`src/rtl/jtframe_rom_arb2.sv`:
```
// Two-port ROM arbiter: one-entry address/data cache per port, with cache
// misses served round-robin through a single registered SDRAM slot.
//
// state | meaning
// IDLE  | no access in flight; grant a pending port (ties go to !last_gnt)
// WAIT  | slot_cs high; the first cycle ignores a possibly stale slot_ok
// GAP   | slot_cs low for one cycle so the slot sees a cs falling edge
module jtframe_rom_arb2 #(
  parameter int AW = 17,
  parameter int DW = 8
) (
  input  logic            clk,
  input  logic            rst_n,
  input  logic            flush,
  input  logic [1:0]      req_cs,
  input  logic [2*AW-1:0] req_addr,
  output logic [1:0]      req_ok,
  output logic [2*DW-1:0] req_dout,
  output logic            slot_cs,
  output logic [AW-1:0]   slot_addr,
  input  logic            slot_ok,
  input  logic [DW-1:0]   slot_din
);

  typedef enum logic [1:0] {ST_IDLE, ST_WAIT, ST_GAP} state_t;

  state_t                state_q, state_d;
  logic                  gnt_q, gnt_d;
  logic                  last_gnt_q, last_gnt_d;
  logic                  fresh_q, fresh_d;
  logic                  drop_q, drop_d;
  logic                  slot_cs_q, slot_cs_d;
  logic [AW-1:0]         slot_addr_q, slot_addr_d;
  logic [1:0][AW-1:0]    tag_q, tag_d;
  logic [1:0][DW-1:0]    data_q, data_d;
  logic [1:0]            valid_q, valid_d;

  logic [1:0][AW-1:0]    addr;
  logic [1:0]            hit;
  logic [1:0]            pend;
  logic                  grant_sel;
  logic                  fill;

  assign addr      = req_addr;
  assign hit[0]    = valid_q[0] && (tag_q[0] == addr[0]);
  assign hit[1]    = valid_q[1] && (tag_q[1] == addr[1]);
  assign pend      = req_cs & ~hit;
  assign req_ok    = req_cs & hit;
  assign req_dout  = data_q;
  assign slot_cs   = slot_cs_q;
  assign slot_addr = slot_addr_q;

  assign grant_sel = (pend == 2'b11) ? ~last_gnt_q : pend[1];
  assign fill      = (state_q == ST_WAIT) && slot_ok && !fresh_q;

  always_ff @(posedge clk or negedge rst_n) begin
    if (!rst_n) begin
      state_q     <= ST_IDLE;
      gnt_q       <= 1'b0;
      last_gnt_q  <= 1'b1;
      fresh_q     <= 1'b0;
      drop_q      <= 1'b0;
      slot_cs_q   <= 1'b0;
      slot_addr_q <= '0;
      tag_q       <= '0;
      data_q      <= '0;
      valid_q     <= 2'b00;
    end else begin
      state_q     <= state_d;
      gnt_q       <= gnt_d;
      last_gnt_q  <= last_gnt_d;
      fresh_q     <= fresh_d;
      drop_q      <= drop_d;
      slot_cs_q   <= slot_cs_d;
      slot_addr_q <= slot_addr_d;
      tag_q       <= tag_d;
      data_q      <= data_d;
      valid_q     <= valid_d;
    end
  end

  always_comb begin
    state_d = state_q;
    case (state_q)
      ST_IDLE: if (pend != 2'b00) state_d = ST_WAIT;
      ST_WAIT: if (fill) state_d = ST_GAP;
      ST_GAP:  state_d = ST_IDLE;
      default: state_d = ST_IDLE;
    endcase
  end

  always_comb begin
    gnt_d       = gnt_q;
    last_gnt_d  = last_gnt_q;
    fresh_d     = fresh_q;
    drop_d      = drop_q;
    slot_cs_d   = slot_cs_q;
    slot_addr_d = slot_addr_q;
    tag_d       = tag_q;
    data_d      = data_q;
    valid_d     = valid_q;
    case (state_q)
      ST_IDLE: begin
        drop_d = 1'b0;
        if (pend != 2'b00) begin
          gnt_d       = grant_sel;
          last_gnt_d  = grant_sel;
          slot_addr_d = addr[grant_sel];
          slot_cs_d   = 1'b1;
          fresh_d     = 1'b1;
        end
      end
      ST_WAIT: begin
        fresh_d = 1'b0;
        if (flush) drop_d = 1'b1;
        // The fill always lands for the address that was issued, even if
        // the requester has since moved on or been flushed.
        if (fill) begin
          tag_d[gnt_q]   = slot_addr_q;
          data_d[gnt_q]  = slot_din;
          valid_d[gnt_q] = !drop_q;
          slot_cs_d      = 1'b0;
        end
      end
      default: begin
        slot_cs_d = 1'b0;
        drop_d    = 1'b0;
      end
    endcase
    if (flush) valid_d = 2'b00;
  end

endmodule

```
`config.mk`:
```
export PLATFORM = sky130hd
export DESIGN_NAME = jtframe_rom_arb2
export DESIGN_NICKNAME = d
export VERILOG_FILES = /design/src/rtl/jtframe_rom_arb2.sv
export SDC_FILE = /design/constraint.sdc
export NUM_CORES = 1
export LEC_CHECK = 0
export ABC_AREA = 1
export BUFFER_PORTS_ARGS = -buffer_cell sky130_fd_sc_hd__buf_2
export CORE_ASPECT_RATIO = 1.1
export CORE_MARGIN = 1
export CORE_UTILIZATION = 55
export DETAILED_ROUTE_END_ITERATION = 8
export GPL_TIMING_DRIVEN = 0
export PLACE_DENSITY = 0.86
export SLEW_MARGIN = 15
export SYNTH_ARGS = -nofsm -noshare
export SYNTH_HDL_FRONTEND = slang
export SYNTH_SLANG_ARGS = --single-unit
```
`constraint.sdc`:
```
create_clock -name clk -period 2.8 [get_ports clk]
set_clock_uncertainty 0.2 [all_clocks]
set_input_delay 0.56 -clock clk [delete_from_list [all_inputs] [get_ports clk]]
set_output_delay 0.56 -clock clk [all_outputs]
set_load 0.005 [all_outputs]
```
==> reports/results.ini <==
[critical_path]
crit_chain = nand2_1 > nand2_1 > nor2_1 > nand2_1 > nor2_1 > nand3_2 > nor2_1 > buf_2
cp_num_buf_inv = 1
r2r-end = slot_addr[15]$_DFFE_PN0P_
end_kind = output pin
crit_start = tag_q[1]$_DFFE_PN0P_
reg2reg_from = tag_q[1]$_DFFE_PN0P_
critical_path_class = reg -> out
path_delay_family = simple AND/OR/NAND/NOR gates
cp_data_arrival_time_ns = 1.61
cp_slowest_cell = dfrtp_1
cp-start-kind = register
cp-endpoint = req_ok[0]
reg2reg_slack_ns = 0.77
cp_num_cells = 8
required_ns = 2.04
slowest_delay_ns = 0.40
critPathMaxFanout = 3
r2r_cells = 13

[power]
power_density_nw_per_um2 = 1012
p_leak_uw = 0.002692
ir_drop_mv = 0.6660
power_uw = 4738

[detailed_routing]
drtPass1Iterations = 6
route.detailed.drc = 0
routedWlPerCell_um = 14.25
drt_iter0_markers = 333
ant_nets = 0
vias_per_cell = 5.239
via_count = 3793
routed_wirelength_um = 10320

[cts]
cts_sinks = 75
cts_tree = yes
numCtsBuffers = 9
clockRootBuffer = clkbuf_8
cts-resized-gates = 0
ctsHoldBuffers = 1
clk_pin_slew_ns = 0.07
worst_skew_pair.late_latency_ns = 0.36
cts_setup_buffers = 0
cts_max_path_buffers = 2
htreeDepth = 3

[sta]
fin_setup_tns_ns = 0
fin_crit_ns = 2.372
maxSlewViolCount = 0
worst-slew-pin-transition_ns = 0.5580
timing_hold_violations_final = 0
timing.fmax_mhz = 421.6
timing.slew.headroom = 0.6280
whs_ns = 0.2060
finalSetupViolCount = 0
finalCritPeriodShare = 0.8471
rsz0062_at_grt = false

[synthesis]
yosysWarnings = 0
ys_ff_latch = 75
ys_seq_area_frac = 0.4839
synth_cells = 541
synth_edf_count = 0
yosysTopAreaCellShare = 0.4771
mappedNetlistArea_um2 = 3881
yosys_most_used_dff = dfrtp_1
synthArstFlopShare = 1.000
yosysTopAreaCell = dfrtp_1
netlist-cell-type-count = 27
synth_area_leaders = dfrtp_1 (48%), nand2_1 (20%), inv_1 (8.9%)
avgSynthCellArea_um2 = 7.174
syn-num-nets = 589

[final_layout]
multi_input_area_um2 = 1567
regArea_um2 = 1878
drive_gt1_frac = 0.1760
syn_to_final_growth_pct = 20.60
antenna_cells = 0
nets = 685
final_area_um2 = 4681
fillers = 564
fin_util = 0.6976

[floorplan]
ios = 84
die_area_um2 = 7397
die_w_um = 82.10
fp.dieH_um = 90.11
row_count = 31
core_region_area_um2 = 6710
initial_core_util = 0.5784

[run_status]
outcome = finished, final reports clean

[placed_design]
dp_hpwl_um = 7455
place_area_um2 = 4429
gp_congestion = 0.8596
io_buffers = 83

[global_routing]
grt_overflow = 0
grt_pass1_wl_um = 16770
grt_usage = 0.3057
grt_pass1_vias = 3625
grt_max_degree = 56
antenna_found_initial = 0

[run]
cap_violations = 0

[worst_hold_path]
hold_class = in -> reg

==> metrics by stage <==
step,setup WS (ns),cells
finish,0.4282,724
floorplan,0.8869,541
global route,0.2945,724
global placement,0.5480,706
detailed placement,0.5358,707
CTS,0.4497,724
==> sequential cells by signal, indices dropped and copies added, names as in the netlist <==
name / count
drop_q: 1
fresh_q: 1
gnt_q: 1
last_gnt_q: 1
req_dout: 16
slot_addr: 17
state_q: 2
tag_q: 34
valid_q: 2
==> where the power goes <==
part	internal, uW	switching, uW	leakage [uW]	total, uW
clock network	614	397	0.000123	1010
logic	689	1080	0.00162	1770
registers	1590	373	0.000944	1960
total	2890	1850	0.00269	4740
==> worst min path at each step <==
stage / start / endpoint / slack (ns) / cells past startpoint
floorplan: rst_n / drop_q$_DFFE_PN0P_ / 0.06 / 0
detailed placement: rst_n / req_dout[8]$_DFFE_PN0P_ / 0.27 / 1
global placement: req_dout[15]$_DFFE_PN0P_ / req_dout[15]$_DFFE_PN0P_ / 0.27 / 2
CTS: flush / valid_q[0]$_DFFE_PN0P_ / 0.20 / 2
finish: flush / valid_q[0]$_DFFE_PN0P_ / 0.21 / 2
global route: flush / valid_q[0]$_DFFE_PN0P_ / 0.22 / 2
==> per-layer routing <==
| metal | GRT usage | vias to the layer above | wire length, um |
|---|---|---|---|
| met4 | 0.1564 | 0 | 330 |
| met3 | 0.03350 | 31 | 776 |
| met2 | 0.4835 | 190 | 5060 |
| li1 | - | 1837 | - |
| met1 | 0.4093 | 1735 | 4147 |
| met5 | 0 | - | 0 |
==> cells in the mapped netlist, types with 2 or more instances <==
| cell type | number |
|---|---|
| o21ai_1 | 3 |
| xnor2_1 | 6 |
| buf_4 | 3 |
| nand2_1 | 207 |
| or2_1 | 2 |
| nand4_1 | 3 |
| clkbuf_1 | 10 |
| buf_6 | 2 |
| dfrtp_1 | 74 |
| inv_1 | 92 |
| o21ai_0 | 53 |
| nand3_1 | 37 |
| a21oi_1 | 2 |
| nor2_1 | 33 |
| nand3b_1 | 2 |
==> cell usage in the layout (no fill, tap or decap), types with 3 or more instances in the layout <==
master and instances:
nand2_1 207, nand4_1 3, buf_4 4, bufinv_16 3
inv_1 92, clkbuf_1 11, o21ai_1 3, nand3_1 37
xnor2_1 6, buf_2 83, dfrtp_1 74, nor2_1 33
o21ai_0 53, clkbuf_8 10
==> cells by family after synthesis <==
family | Yosys count | share of synthesized area
simple gates | 290 | 0.3066
buf+inv | 109 | 0.1125
flops | 75 | 0.4839
compound gates | 61 | 0.08349
xor+xnor | 6 | 0.01354
==> layout make-up <==
type / instances / area share
Clock buffer: 11 / 0.03021
Inverter: 93 / 0.07458
Multi-Input combinational cell: 357 / 0.3347
Sequential cell: 75 / 0.4012
Tap cell: 82 / 0.02192
Timing Repair Buffer: 85 / 0.09730
Buffer: 16 / 0.01871
Clock inverter: 5 / 0.02138
==> worst register-to-register path, stage by stage (launching register included) <==
cell and delay, ns:
dfrtp_1 0.40, nand2_1 0.09, nand2_1 0.07, nor2_1 0.11
nand2_1 0.07, nor2_1 0.13, nand3_2 0.15, nand2_1 0.09
nand2_1 0.10, nand2_2 0.10, inv_2 0.10, buf_6 0.16
nand3_1 0.09, nand2_1 0.06
No activity file was read; power rests on OpenSTA's default activity.
